===== config.mk =====
export PLATFORM = sky130hd
export DESIGN_NAME = lc3_control_unit_flat
export DESIGN_NICKNAME = d
export VERILOG_FILES = /design/src/rtl/lc3_ctrl_pkg.sv /design/src/rtl/lc3_control_unit_if.sv /design/src/rtl/mem_wait_timer.sv /design/src/rtl/lc3_control_unit.sv /design/src/flat_wrapper.sv
export SDC_FILE = /design/constraint.sdc
export NUM_CORES = 1
export LEC_CHECK = 0
export BUFFER_PORTS_ARGS = -buffer_cell sky130_fd_sc_hd__clkbuf_2
export CORE_ASPECT_RATIO = 1.4
export CORE_MARGIN = 2
export CORE_UTILIZATION = 25
export DETAILED_ROUTE_END_ITERATION = 8
export MAX_ROUTING_LAYER = met4
export PLACE_DENSITY_LB_ADDON = 0.2
export SLEW_MARGIN = 25
export SYNTH_ARGS = -nofsm -noshare
export SYNTH_HDL_FRONTEND = slang
export SYNTH_HIERARCHICAL = 1
export SYNTH_SLANG_ARGS = --single-unit

===== constraint.sdc =====
create_clock -name Clk -period 3 [get_ports Clk]
set_clock_uncertainty 0.1 [all_clocks]
set_input_delay 0.3 -clock Clk [delete_from_list [all_inputs] [get_ports Clk]]
set_output_delay 0.3 -clock Clk [all_outputs]
set_load 0.01 [all_outputs]

===== src/rtl/lc3_ctrl_pkg.sv =====
// Shared types and constants for the LC-3 control unit.
//  state_t : FSM state encoding, also exported on State_Dbg
//  Op*     : opcode values of IR[15:12]
//  mux/ALU select encodings used by the datapath
//  ctrl_t  : bundle of every control output, decoded from the current state
package lc3_ctrl_pkg;

  typedef enum logic [4:0] {
    StHalted = 5'd0,
    StFetch1 = 5'd1,
    StFetch2 = 5'd2,
    StFetch3 = 5'd3,
    StDecode = 5'd4,
    StAdd    = 5'd5,
    StAnd    = 5'd6,
    StNot    = 5'd7,
    StBrTake = 5'd8,
    StJmp    = 5'd9,
    StJsr1   = 5'd10,
    StJsr2   = 5'd11,
    StJsrr   = 5'd12,
    StLdr1   = 5'd13,
    StLdr2   = 5'd14,
    StLdr3   = 5'd15,
    StStr1   = 5'd16,
    StStr2   = 5'd17,
    StStr3   = 5'd18,
    StPause1 = 5'd19,
    StPause2 = 5'd20
  } state_t;

  localparam logic [3:0] OpBr    = 4'b0000;
  localparam logic [3:0] OpAdd   = 4'b0001;
  localparam logic [3:0] OpJsr   = 4'b0100;
  localparam logic [3:0] OpAnd   = 4'b0101;
  localparam logic [3:0] OpLdr   = 4'b0110;
  localparam logic [3:0] OpStr   = 4'b0111;
  localparam logic [3:0] OpNot   = 4'b1001;
  localparam logic [3:0] OpJmp   = 4'b1100;
  localparam logic [3:0] OpPause = 4'b1101;

  localparam logic [1:0] PcmuxInc  = 2'b00;
  localparam logic [1:0] PcmuxBus  = 2'b01;
  localparam logic [1:0] PcmuxAddr = 2'b10;

  localparam logic [1:0] DrmuxIr11 = 2'b00;
  localparam logic [1:0] DrmuxR7   = 2'b01;

  localparam logic [1:0] Sr1muxIr11 = 2'b00;
  localparam logic [1:0] Sr1muxIr8  = 2'b01;

  localparam logic [1:0] Addr2Zero  = 2'b00;
  localparam logic [1:0] Addr2Off6  = 2'b01;
  localparam logic [1:0] Addr2Off9  = 2'b10;
  localparam logic [1:0] Addr2Off11 = 2'b11;

  localparam logic [1:0] AlukAdd  = 2'b00;
  localparam logic [1:0] AlukAnd  = 2'b01;
  localparam logic [1:0] AlukNot  = 2'b10;
  localparam logic [1:0] AlukPass = 2'b11;

  typedef struct packed {
    logic       ld_mar;
    logic       ld_mdr;
    logic       ld_ir;
    logic       ld_ben;
    logic       ld_reg;
    logic       ld_cc;
    logic       ld_pc;
    logic       gate_pc;
    logic       gate_mdr;
    logic       gate_alu;
    logic       gate_marmux;
    logic       addr1mux;
    logic       marmux;
    logic [1:0] addr2mux;
    logic [1:0] pcmux;
    logic [1:0] drmux;
    logic [1:0] sr1mux;
    logic [1:0] aluk;
    logic       mio_en;
    logic       mem_wr;
  } ctrl_t;

endpackage


===== src/rtl/lc3_control_unit_if.sv =====
// Control-unit <-> datapath/RAM signal bundle.
//  master : control unit (drives loads, gates, selects, RAM strobes, State_Dbg)
//  slave  : datapath/RAM side (drives Run, Continue, IR fields, BEN)
interface lc3_control_unit_if;
  logic       Run;
  logic       Continue;
  logic [3:0] IR_15_12;
  logic       IR_11;
  logic       BEN;
  logic       LD_MAR, LD_MDR, LD_IR, LD_BEN, LD_REG, LD_CC, LD_PC;
  logic       GatePC, GateMDR, GateALU, GateMARMUX;
  logic       ADDR1MUX, MARMUX;
  logic [1:0] ADDR2MUX, PCMUX, DRMUX, SR1MUX, ALUK;
  logic       MIO_EN, MEM_WR;
  logic [4:0] State_Dbg;

  modport master (
    input  Run, Continue, IR_15_12, IR_11, BEN,
    output LD_MAR, LD_MDR, LD_IR, LD_BEN, LD_REG, LD_CC, LD_PC,
    output GatePC, GateMDR, GateALU, GateMARMUX,
    output ADDR1MUX, MARMUX, ADDR2MUX, PCMUX, DRMUX, SR1MUX, ALUK,
    output MIO_EN, MEM_WR, State_Dbg
  );

  modport slave (
    output Run, Continue, IR_15_12, IR_11, BEN,
    input  LD_MAR, LD_MDR, LD_IR, LD_BEN, LD_REG, LD_CC, LD_PC,
    input  GatePC, GateMDR, GateALU, GateMARMUX,
    input  ADDR1MUX, MARMUX, ADDR2MUX, PCMUX, DRMUX, SR1MUX, ALUK,
    input  MIO_EN, MEM_WR, State_Dbg
  );
endinterface


===== src/rtl/mem_wait_timer.sv =====
// Stretches a memory state to MEM_WAIT cycles.
//  clk_i    : clock
//  rst_ni   : synchronous active-low reset
//  active_i : FSM is in a memory state
//  done_o   : last cycle of the memory state (counter == MEM_WAIT-1)
// The counter sits at 0 outside memory states, so every entry starts from 0.
module mem_wait_timer #(
  parameter int unsigned MEM_WAIT = 2
) (
  input  logic clk_i,
  input  logic rst_ni,
  input  logic active_i,
  output logic done_o
);
  localparam int unsigned CntW = (MEM_WAIT > 1) ? $clog2(MEM_WAIT) : 1;

  logic [CntW-1:0] cnt_q, cnt_d;

  assign done_o = active_i && (cnt_q == CntW'(MEM_WAIT - 1));
  // Clear on the exit cycle as well, so back-to-back memory states would also start at 0.
  assign cnt_d  = (active_i && !done_o) ? cnt_q + 1'b1 : '0;

  always_ff @(posedge clk_i) begin
    if (!rst_ni) begin
      cnt_q <= '0;
    end else begin
      cnt_q <= cnt_d;
    end
  end
endmodule


===== src/rtl/lc3_control_unit.sv =====
// Moore FSM sequencing the LC-3 datapath through fetch, decode and execute.
//  Clk   : clock, rising edge
//  Reset : synchronous active-low reset, returns to HALTED from any state
//  bus   : lc3_control_unit_if.master -- IR/BEN/Run/Continue in; loads, gates,
//          mux selects, RAM strobes and State_Dbg out
// Outputs depend only on the state register and the wait counter.
module lc3_control_unit #(
  parameter int unsigned MEM_WAIT = 2
) (
  input  logic                 Clk,
  input  logic                 Reset,
  lc3_control_unit_if.master   bus
);
  import lc3_ctrl_pkg::*;

  state_t state_q, state_d;
  ctrl_t  ctrl;
  logic   mem_active, mem_done;

  assign mem_active = (state_q == StFetch2) || (state_q == StLdr2) || (state_q == StStr3);

  mem_wait_timer #(
    .MEM_WAIT(MEM_WAIT)
  ) u_mem_wait_timer (
    .clk_i   (Clk),
    .rst_ni  (Reset),
    .active_i(mem_active),
    .done_o  (mem_done)
  );

  always_ff @(posedge Clk) begin
    if (!Reset) begin
      state_q <= StHalted;
    end else begin
      state_q <= state_d;
    end
  end

  always_comb begin
    state_d = state_q;
    unique case (state_q)
      StHalted: if (bus.Run) state_d = StFetch1;
      StFetch1: state_d = StFetch2;
      StFetch2: if (mem_done) state_d = StFetch3;
      StFetch3: state_d = StDecode;
      StDecode: begin
        unique case (bus.IR_15_12)
          OpAdd:   state_d = StAdd;
          OpAnd:   state_d = StAnd;
          OpNot:   state_d = StNot;
          OpBr:    state_d = bus.BEN ? StBrTake : StFetch1;
          OpJmp:   state_d = StJmp;
          OpJsr:   state_d = StJsr1;
          OpLdr:   state_d = StLdr1;
          OpStr:   state_d = StStr1;
          OpPause: state_d = StPause1;
          default: state_d = StFetch1;
        endcase
      end
      StAdd, StAnd, StNot, StBrTake, StJmp, StJsr2, StJsrr, StLdr3: state_d = StFetch1;
      StJsr1:   state_d = bus.IR_11 ? StJsr2 : StJsrr;
      StLdr1:   state_d = StLdr2;
      StLdr2:   if (mem_done) state_d = StLdr3;
      StStr1:   state_d = StStr2;
      StStr2:   state_d = StStr3;
      StStr3:   if (mem_done) state_d = StFetch1;
      StPause1: if (bus.Continue) state_d = StPause2;
      StPause2: if (!bus.Continue) state_d = StFetch1;
      default:  state_d = StHalted;
    endcase
  end

  always_comb begin
    ctrl = '0;
    unique case (state_q)
      StFetch1: begin
        ctrl.ld_mar  = 1'b1;
        ctrl.gate_pc = 1'b1;
        ctrl.ld_pc   = 1'b1;
        ctrl.pcmux   = PcmuxInc;
      end
      StFetch2, StLdr2: begin
        ctrl.mio_en = 1'b1;
        ctrl.ld_mdr = mem_done;
      end
      StFetch3: begin
        ctrl.ld_ir    = 1'b1;
        ctrl.gate_mdr = 1'b1;
      end
      StDecode: ctrl.ld_ben = 1'b1;
      StAdd, StAnd, StNot: begin
        ctrl.ld_reg   = 1'b1;
        ctrl.ld_cc    = 1'b1;
        ctrl.gate_alu = 1'b1;
        ctrl.sr1mux   = Sr1muxIr8;
        ctrl.drmux    = DrmuxIr11;
        ctrl.aluk     = (state_q == StAdd) ? AlukAdd :
                        (state_q == StAnd) ? AlukAnd : AlukNot;
      end
      StBrTake: begin
        ctrl.ld_pc    = 1'b1;
        ctrl.addr1mux = 1'b0;
        ctrl.addr2mux = Addr2Off9;
        ctrl.pcmux    = PcmuxAddr;
      end
      // JMP and JSRR both take PC from BaseR = IR[8:6].
      StJmp, StJsrr: begin
        ctrl.ld_pc    = 1'b1;
        ctrl.addr1mux = 1'b1;
        ctrl.addr2mux = Addr2Zero;
        ctrl.pcmux    = PcmuxAddr;
        ctrl.sr1mux   = Sr1muxIr8;
      end
      StJsr1: begin
        ctrl.gate_pc = 1'b1;
        ctrl.ld_reg  = 1'b1;
        ctrl.drmux   = DrmuxR7;
      end
      StJsr2: begin
        ctrl.ld_pc    = 1'b1;
        ctrl.addr1mux = 1'b0;
        ctrl.addr2mux = Addr2Off11;
        ctrl.pcmux    = PcmuxAddr;
      end
      StLdr1, StStr1: begin
        ctrl.ld_mar      = 1'b1;
        ctrl.gate_marmux = 1'b1;
        ctrl.marmux      = 1'b1;
        ctrl.addr1mux    = 1'b1;
        ctrl.addr2mux    = Addr2Off6;
        ctrl.sr1mux      = Sr1muxIr8;
      end
      StLdr3: begin
        ctrl.gate_mdr = 1'b1;
        ctrl.ld_reg   = 1'b1;
        ctrl.ld_cc    = 1'b1;
        ctrl.drmux    = DrmuxIr11;
      end
      // Store data passes through the ALU into MDR; MIO_EN low selects the bus.
      StStr2: begin
        ctrl.sr1mux   = Sr1muxIr11;
        ctrl.aluk     = AlukPass;
        ctrl.gate_alu = 1'b1;
        ctrl.ld_mdr   = 1'b1;
      end
      StStr3:  ctrl.mem_wr = 1'b1;
      default: ctrl = '0;
    endcase
  end

  assign bus.LD_MAR     = ctrl.ld_mar;
  assign bus.LD_MDR     = ctrl.ld_mdr;
  assign bus.LD_IR      = ctrl.ld_ir;
  assign bus.LD_BEN     = ctrl.ld_ben;
  assign bus.LD_REG     = ctrl.ld_reg;
  assign bus.LD_CC      = ctrl.ld_cc;
  assign bus.LD_PC      = ctrl.ld_pc;
  assign bus.GatePC     = ctrl.gate_pc;
  assign bus.GateMDR    = ctrl.gate_mdr;
  assign bus.GateALU    = ctrl.gate_alu;
  assign bus.GateMARMUX = ctrl.gate_marmux;
  assign bus.ADDR1MUX   = ctrl.addr1mux;
  assign bus.MARMUX     = ctrl.marmux;
  assign bus.ADDR2MUX   = ctrl.addr2mux;
  assign bus.PCMUX      = ctrl.pcmux;
  assign bus.DRMUX      = ctrl.drmux;
  assign bus.SR1MUX     = ctrl.sr1mux;
  assign bus.ALUK       = ctrl.aluk;
  assign bus.MIO_EN     = ctrl.mio_en;
  assign bus.MEM_WR     = ctrl.mem_wr;
  assign bus.State_Dbg  = state_q;
endmodule


===== src/flat_wrapper.sv =====
// flat-port wrapper written by rule: the top's interface ports become plain ports
module lc3_control_unit_flat import lc3_ctrl_pkg::*;
#(
  parameter int unsigned MEM_WAIT = 2
)
  (Clk, Reset, bus_Run, bus_Continue, bus_IR_15_12, bus_IR_11, bus_BEN, bus_LD_MAR, bus_LD_MDR, bus_LD_IR, bus_LD_BEN, bus_LD_REG, bus_LD_CC, bus_LD_PC, bus_GatePC, bus_GateMDR, bus_GateALU, bus_GateMARMUX, bus_ADDR1MUX, bus_MARMUX, bus_ADDR2MUX, bus_PCMUX, bus_DRMUX, bus_SR1MUX, bus_ALUK, bus_MIO_EN, bus_MEM_WR, bus_State_Dbg);
  lc3_control_unit_if bus_i ();
  input  logic Clk;
  input  logic Reset;
  input wire logic [$bits(bus_i.Run)-1:0] bus_Run;
  input wire logic [$bits(bus_i.Continue)-1:0] bus_Continue;
  input wire logic [$bits(bus_i.IR_15_12)-1:0] bus_IR_15_12;
  input wire logic [$bits(bus_i.IR_11)-1:0] bus_IR_11;
  input wire logic [$bits(bus_i.BEN)-1:0] bus_BEN;
  output wire logic [$bits(bus_i.LD_MAR)-1:0] bus_LD_MAR;
  output wire logic [$bits(bus_i.LD_MDR)-1:0] bus_LD_MDR;
  output wire logic [$bits(bus_i.LD_IR)-1:0] bus_LD_IR;
  output wire logic [$bits(bus_i.LD_BEN)-1:0] bus_LD_BEN;
  output wire logic [$bits(bus_i.LD_REG)-1:0] bus_LD_REG;
  output wire logic [$bits(bus_i.LD_CC)-1:0] bus_LD_CC;
  output wire logic [$bits(bus_i.LD_PC)-1:0] bus_LD_PC;
  output wire logic [$bits(bus_i.GatePC)-1:0] bus_GatePC;
  output wire logic [$bits(bus_i.GateMDR)-1:0] bus_GateMDR;
  output wire logic [$bits(bus_i.GateALU)-1:0] bus_GateALU;
  output wire logic [$bits(bus_i.GateMARMUX)-1:0] bus_GateMARMUX;
  output wire logic [$bits(bus_i.ADDR1MUX)-1:0] bus_ADDR1MUX;
  output wire logic [$bits(bus_i.MARMUX)-1:0] bus_MARMUX;
  output wire logic [$bits(bus_i.ADDR2MUX)-1:0] bus_ADDR2MUX;
  output wire logic [$bits(bus_i.PCMUX)-1:0] bus_PCMUX;
  output wire logic [$bits(bus_i.DRMUX)-1:0] bus_DRMUX;
  output wire logic [$bits(bus_i.SR1MUX)-1:0] bus_SR1MUX;
  output wire logic [$bits(bus_i.ALUK)-1:0] bus_ALUK;
  output wire logic [$bits(bus_i.MIO_EN)-1:0] bus_MIO_EN;
  output wire logic [$bits(bus_i.MEM_WR)-1:0] bus_MEM_WR;
  output wire logic [$bits(bus_i.State_Dbg)-1:0] bus_State_Dbg;
  assign bus_i.Run = bus_Run;
  assign bus_i.Continue = bus_Continue;
  assign bus_i.IR_15_12 = bus_IR_15_12;
  assign bus_i.IR_11 = bus_IR_11;
  assign bus_i.BEN = bus_BEN;
  assign bus_LD_MAR = bus_i.LD_MAR;
  assign bus_LD_MDR = bus_i.LD_MDR;
  assign bus_LD_IR = bus_i.LD_IR;
  assign bus_LD_BEN = bus_i.LD_BEN;
  assign bus_LD_REG = bus_i.LD_REG;
  assign bus_LD_CC = bus_i.LD_CC;
  assign bus_LD_PC = bus_i.LD_PC;
  assign bus_GatePC = bus_i.GatePC;
  assign bus_GateMDR = bus_i.GateMDR;
  assign bus_GateALU = bus_i.GateALU;
  assign bus_GateMARMUX = bus_i.GateMARMUX;
  assign bus_ADDR1MUX = bus_i.ADDR1MUX;
  assign bus_MARMUX = bus_i.MARMUX;
  assign bus_ADDR2MUX = bus_i.ADDR2MUX;
  assign bus_PCMUX = bus_i.PCMUX;
  assign bus_DRMUX = bus_i.DRMUX;
  assign bus_SR1MUX = bus_i.SR1MUX;
  assign bus_ALUK = bus_i.ALUK;
  assign bus_MIO_EN = bus_i.MIO_EN;
  assign bus_MEM_WR = bus_i.MEM_WR;
  assign bus_State_Dbg = bus_i.State_Dbg;
  lc3_control_unit #(.MEM_WAIT(MEM_WAIT)) u_core (.Clk(Clk), .Reset(Reset), .bus(bus_i));
endmodule

==> results.json, run 1 <==
{
  "fin_total_pwr_uw": 806,
  "synth.area.top_cells": "dfxtp_1 (12%), a21oi_1 (6.5%), nand2_1 (6.4%), nor2_1 (6.4%), buf_4 (5.3%)",
  "cts_max_level": 1,
  "ys_ff_latch": 6,
  "pwr-share-comb_pct": 70.3,
  "hp-start": "Reset",
  "wl_mm": 3.46,
  "first_iter_violations": 56,
  "cp.arrival_ns": 2.53,
  "p_int_uw": 398,
  "placed_area_sq_um": 1200,
  "pre_cts_ws_ns": 0.584,
  "finalNonFillerCells": 229,
  "coreArea_sq_um": 3880,
  "grtUsageTotal_pct": 14.8,
  "reg2regPathDepth": 10,
  "clkSlewWorstSetupHoldPaths_ns": 0.04,
  "netlist_instances": 153,
  "synthAdderAreaFrac_pct": 0,
  "ir_drop_mv": 0.271,
  "maxCapViolCount": 0,
  "status": "complete, no violations",
  "synth-compound-area-share_pct": 30.6,
  "clkSinkCount": 6,
  "clock.fmax_mhz": 403,
  "end_kind": "register",
  "fin_setup_tns_ns": 0,
  "hold_viol": 0,
  "synth_top_family_by_area": "simple AND/OR/NAND/NOR gates",
  "n_antenna_cell": 0,
  "busiest_layer": "met2",
  "synth_edf_count": 0,
  "root_buffer": "clkbuf_8",
  "die_x_um": 57.4,
  "ys_seq_area_share_pct": 12.0,
  "use_met2_pct": 26.0,
  "cts_max_path_buffers": 2,
  "finalSetupViolCount": 0,
  "r2r_start": "u_core/bus.State_Dbg[2]$_SDFFE_PN0P_",
  "post_drt_via_cell_ratio": 5.48,
  "clock_latency_ns": 0.22,
  "grt_max_degree": 25,
  "ys_types": 52,
  "synthTopCellsByCount": "nand2_1 (17), nor2_1 (17), a21oi_1 (13), nand2b_1 (8)",
  "dpl.hpwl_mm": 2.68,
  "use_met1_pct": 17.5,
  "post_cts_buffers": 0,
  "fin_util_pct": 31.9,
  "reg2reg_to": "u_core/bus.State_Dbg[4]$_SDFFE_PN0P_",
  "start_util_pct": 25.7,
  "switching_share_pct": 50.6,
  "cp_max_fo": 16,
  "slew_violations": 0,
  "crit_type": "register to register",
  "cts_hold_buf": 0,
  "dieArea_sq_um": 4520,
  "cellPowerDensity_nw_per_um2": 650,
  "rows": 27,
  "antenna_found_initial": 0,
  "tritoncts": "yes",
  "nets": 198,
  "place_inst": 226,
  "seq_power_share_pct": 14.8,
  "mappedNetlistArea_sq_um": 998,
  "rrSetupSlack_ns": 0.52,
  "synth-simple-area-share_pct": 42.1,
  "vias": 1254,
  "port_buffers": 36,
  "layout-drive-gt1-share_pct": 29.0,
  "ys.flop_type": "dfxtp_1",
  "start_kind": "register",
  "tightest_slew_ns": 0.530,
  "cts_resized": 0,
  "grt_pass1_wl_mm": 5.20,
  "grt_pass1_vias": 1085,
  "hold_class": "input pin to register",
  "slew_headroom_pct": 64.3,
  "rsz0062_at_grt": "false",
  "p_sw_uw": 408,
  "hold_depth": 2,
  "finalCritPeriodShare_pct": 82.8,
  "die_y_um": 78.8,
  "fin_area_sq_um": 1240,
  "muxShareOfSynthArea_pct": 2.01,
  "avgRoutedWirePerCell_um": 15.1,
  "io_pins": 40,
  "p_leak_nw": 0.556,
  "finalWeightedCongestion": 0.831,
  "grtUsageMet3_pct": 1.47,
  "yosys_warnings": 6,
  "setup_ws_ns": 0.517,
  "synthArstFlopShare_pct": 0,
  "synth_top_area_share_pct": 12.0,
  "grt_overflow": 0,
  "drc": 0,
  "cp.required_ns": 3.04,
  "yosysTopAreaCell": "dfxtp_1",
  "antenna_left": 0,
  "post-route-min-period_ns": 2.48,
  "whs_ns": 0.266,
  "synth_xor_area_share_pct": 1.75,
  "syn-mean-instance-area_sq_um": 6.53,
  "drtPass1Iterations": 4,
  "numCtsBuffers": 3,
  "area_delta_synth_final_pct": 24.3,
  "hold_end": "u_core/bus.State_Dbg[0]$_SDFFE_PN0P_",
  "clkPwrFrac_pct": 14.9
}
## routing by layer
metal  wire length [um]  share of wire (%)
met3                192                5.6
met5                  0                  0
met2               1810                 52
met1               1410                 41
met4                 43                1.2
## power by group through the flow
stage | Combinational, mW | Sequential [mW] | Clock [mW]
after floorplan | 0.390 | 0.126 | 0
after global placement | 0.568 | 0.122 | 0
after detailed placement | 0.556 | 0.121 | 0
after CTS | 0.559 | 0.119 | 0.123
after global routing | 0.620 | 0.125 | 0.125
final | 0.567 | 0.119 | 0.120
## critical path, stage by stage (launching register included)
cell and delay, ns:
dfxtp_1 0.32, buf_4 0.19, nor2b_1 0.27, a21oi_1 0.15
nor2_1 0.14, and2_2 0.21, nor4bb_1 0.06, o21ai_1 0.12
o221ai_1 0.18, or4_1 0.51, a21boi_1 0.15
## layout make-up
cell class,instances,area (sq um)
Clock buffer,3,41.3
Fill cell,445,2640
Inverter,5,18.8
Multi-Input combinational cell,129,774
Sequential cell,6,120
Tap cell,43,53.8
Timing Repair Buffer,43,233
## cell usage in the layout (no fill, tap or decap), types with 3 or more instances in the layout
cell type / n
clkbuf_2: 36
nor2_1: 17
nand2_1: 17
a21oi_1: 13
nand2b_1: 8
buf_4: 7
o21ai_0: 7
nor3_1: 6
dfxtp_1: 6
inv_1: 5
clkbuf_8: 3
nor2b_1: 3
nand3_1: 3
or4_1: 3
nor4_1: 3
conb_1: 3
## cell families (layout without fill, tap and decap cells)
group,Yosys count,in the layout
AOI/OAI and AO/OA,45,45
xor gates and xnor gates,2,2
buffers and inverters,20,51
DFF,6,6
muxes,2,2
other,1,3
and+or+nand+nor,77,77
## sequential cells by signal, summed over array words and instances (netlist names)
| name | cells |
|---|---|
| u_core/bus.State_Dbg | 5 |
| u_core/u_mem_wait_timer/cnt_q | 1 |
## worst max-delay path by stage
stage,start,endpoint,slack (ns),cells past startpoint
2_1_floorplan,u_core/bus.State_Dbg[2]$_SDFFE_PN0P_,u_core/bus.State_Dbg[4]$_SDFFE_PN0P_,0.85,9
3_3_place_gp,u_core/bus.State_Dbg[2]$_SDFFE_PN0P_,u_core/bus.State_Dbg[4]$_SDFFE_PN0P_,0.65,10
3_5_place_dp,u_core/bus.State_Dbg[2]$_SDFFE_PN0P_,u_core/bus.State_Dbg[4]$_SDFFE_PN0P_,0.58,10
4_1_cts,u_core/bus.State_Dbg[2]$_SDFFE_PN0P_,u_core/bus.State_Dbg[4]$_SDFFE_PN0P_,0.57,10
5_1_grt,u_core/bus.State_Dbg[2]$_SDFFE_PN0P_,u_core/bus.State_Dbg[4]$_SDFFE_PN0P_,0.30,10
6_report,u_core/bus.State_Dbg[2]$_SDFFE_PN0P_,u_core/bus.State_Dbg[4]$_SDFFE_PN0P_,0.52,10
No activity file was read; power rests on OpenSTA's default activity.
==> run 2: changes to the inputs <==
==> constraint.sdc (replaced) <==
create_clock -name Clk -period 2.1 [get_ports Clk]
set_clock_uncertainty 0.1 [all_clocks]
set_input_delay 0.21 -clock Clk [delete_from_list [all_inputs] [get_ports Clk]]
set_output_delay 0.21 -clock Clk [all_outputs]
set_load 0.01 [all_outputs]
==> run 2 against run 1 <==
Net effect: critical path type unchanged; via count is 6.9% higher; final area is 20% higher; clock power is 58% higher.
==> results.json, run 2 (same netlist as run 1, synthesis figures left out) <==
{
  "grt_pass1_wl_mm": 6.11,
  "cp.arrival_ns": 2.10,
  "fin_util_pct": 38.3,
  "p_leak_nw": 0.694,
  "cpMaxStageDelayCell": "or4_4",
  "cts_max_path_buffers": 2,
  "cp.required_ns": 2.17,
  "clock_latency_ns": 0.24,
  "cp_max_fo": 4,
  "start_kind": "register",
  "first_iter_violations": 51,
  "nets": 223,
  "coreArea_sq_um": 3880,
  "dr_wl_met2_mm": 1.87,
  "crit_family": "simple AND/OR/NAND/NOR gates",
  "cts_hold_buf": 0,
  "die_y_um": 78.8,
  "grt_max_degree": 21,
  "n_antenna_cell": 0,
  "tightest_slew_ns": 0.502,
  "finalSetupViolCount": 0,
  "drtPass1Iterations": 4,
  "clkSlewWorstSetupHoldPaths_ns": 0.04,
  "area_delta_synth_final_pct": 49.0,
  "dpl.hpwl_mm": 2.88,
  "cellPowerDensity_nw_per_um2": 904,
  "placed_area_sq_um": 1310,
  "layout-drive-gt1-share_pct": 45.5,
  "slew_violations": 0,
  "ir_drop_mv": 0.371,
  "dr_wl_met3_um": 156,
  "start_util_pct": 25.7,
  "finalCritPeriodShare_pct": 96.8,
  "root_buffer": "clkbuf_8",
  "end_kind": "register",
  "highest_layer": "met4",
  "rows": 27,
  "grt_pass1_vias": 1250,
  "antenna_found_initial": 0,
  "fin_setup_tns_ns": 0,
  "clock.fmax_mhz": 492,
  "tritoncts": "yes",
  "io_pins": 40,
  "rsz0062_at_grt": "true",
  "slowest_delay_ns": 0.54,
  "fin_area_sq_um": 1490,
  "hold_viol": 0,
  "crit_path_cell_trace": "nor2b_4, a21oi_2, nor2_2, and2_4, nor4bb_1, o21ai_1, o221ai_2, or4_4, a21boi_2",
  "numCtsBuffers": 3,
  "hold_class": "input pin to register",
  "final_common_cell": "clkbuf_2",
  "maxCapViolCount": 0,
  "status": "complete, no violations",
  "post_drt_via_cell_ratio": 5.28,
  "crit_buf_inv": 0,
  "die_x_um": 57.4,
  "grtUsageTotal_pct": 18.0,
  "vias": 1340,
  "crit_type": "register to register",
  "post-route-min-period_ns": 2.03,
  "mostFrequentLayoutCells": "clkbuf_2 (35), buf_4 (30), nand2_1 (16), nor2_1 (13), a21oi_1 (12)",
  "avgRoutedWirePerCell_um": 14.6,
  "clkSinkCount": 6,
  "finalWeightedCongestion": 0.879,
  "antenna_left": 0,
  "dieArea_sq_um": 4520,
  "wl_met1_mm": 1.51,
  "largest_reg_flops": 5,
  "port_buffers": 36,
  "cts_max_level": 1,
  "wl_mm": 3.70,
  "slew_headroom_pct": 66.1,
  "grt_overflow": 0,
  "drc": 0
}
-- run 2: cell type report --
| cell class | instances | area, sq um |
|---|---|---|
| clock buffer | 3 | 41.3 |
| fill | 428 | 2400 |
| inverter | 5 | 18.8 |
| multi-input combinational | 129 | 821 |
| sequential | 6 | 125 |
| tap | 43 | 53.8 |
| timing repair buffer | 68 | 428 |
-- run 2: worst reg2reg max path: stages, from the launching register on --
cell	delay, ns
dfxtp_2	0.34
nor2b_4	0.16
a21oi_2	0.08
nor2_2	0.10
and2_4	0.16
nor4bb_1	0.05
o21ai_1	0.17
o221ai_2	0.15
or4_4	0.54
a21boi_2	0.12
-- run 2: power breakdown --
part           internal (mW)  total (mW)  switching, mW
Combinational          0.448       0.964          0.517
Clock                  0.124       0.190         0.0655
Sequential             0.147       0.190         0.0433
-- run 2: worst paths after layout --
| check | start | endpoint | slack [ns] | cells after the start |
|---|---|---|---|---|
| min | Reset | u_core/bus.State_Dbg[0]$_SDFFE_PN0P_ | 0.17 | 2 |
| min reg2reg | u_core/bus.State_Dbg[1]$_SDFFE_PN0P_ | u_core/bus.State_Dbg[1]$_SDFFE_PN0P_ | 0.40 | 2 |
| max reg2reg | u_core/bus.State_Dbg[2]$_SDFFE_PN0P_ | u_core/bus.State_Dbg[4]$_SDFFE_PN0P_ | 0.07 | 9 |
| max | u_core/bus.State_Dbg[2]$_SDFFE_PN0P_ | u_core/bus.State_Dbg[4]$_SDFFE_PN0P_ | 0.07 | 9 |
-- run 2: routing by layer --
metal | global-route usage [%] | up-vias
li1 | - | 668
met1 | 21.4 | 616
met2 | 28.1 | 43
met3 | 2.61 | 13
met4 | 11.4 | 0
met5 | - | -
-- run 2: per-stage QoR --
stage	instances	power, mW	hold WS [ns]	setup WS (ns)
floorplan	155	0.746	0.232	0.0110
global placement	240	1.09	0.409	0.0313
detailed placement	240	1.08	0.411	-0.000586
CTS	248	1.30	0.179	0.00555
global route	254	1.46	0.194	-0.0535
finish	254	1.34	0.170	0.0680
-- run 2: what timing repair did --
item	in CTS	in global routing
gates resized for setup	6	13
buffers inserted	6	6
setup endpoints to repair	2	10
pin swaps	4	6
cloned	0	0
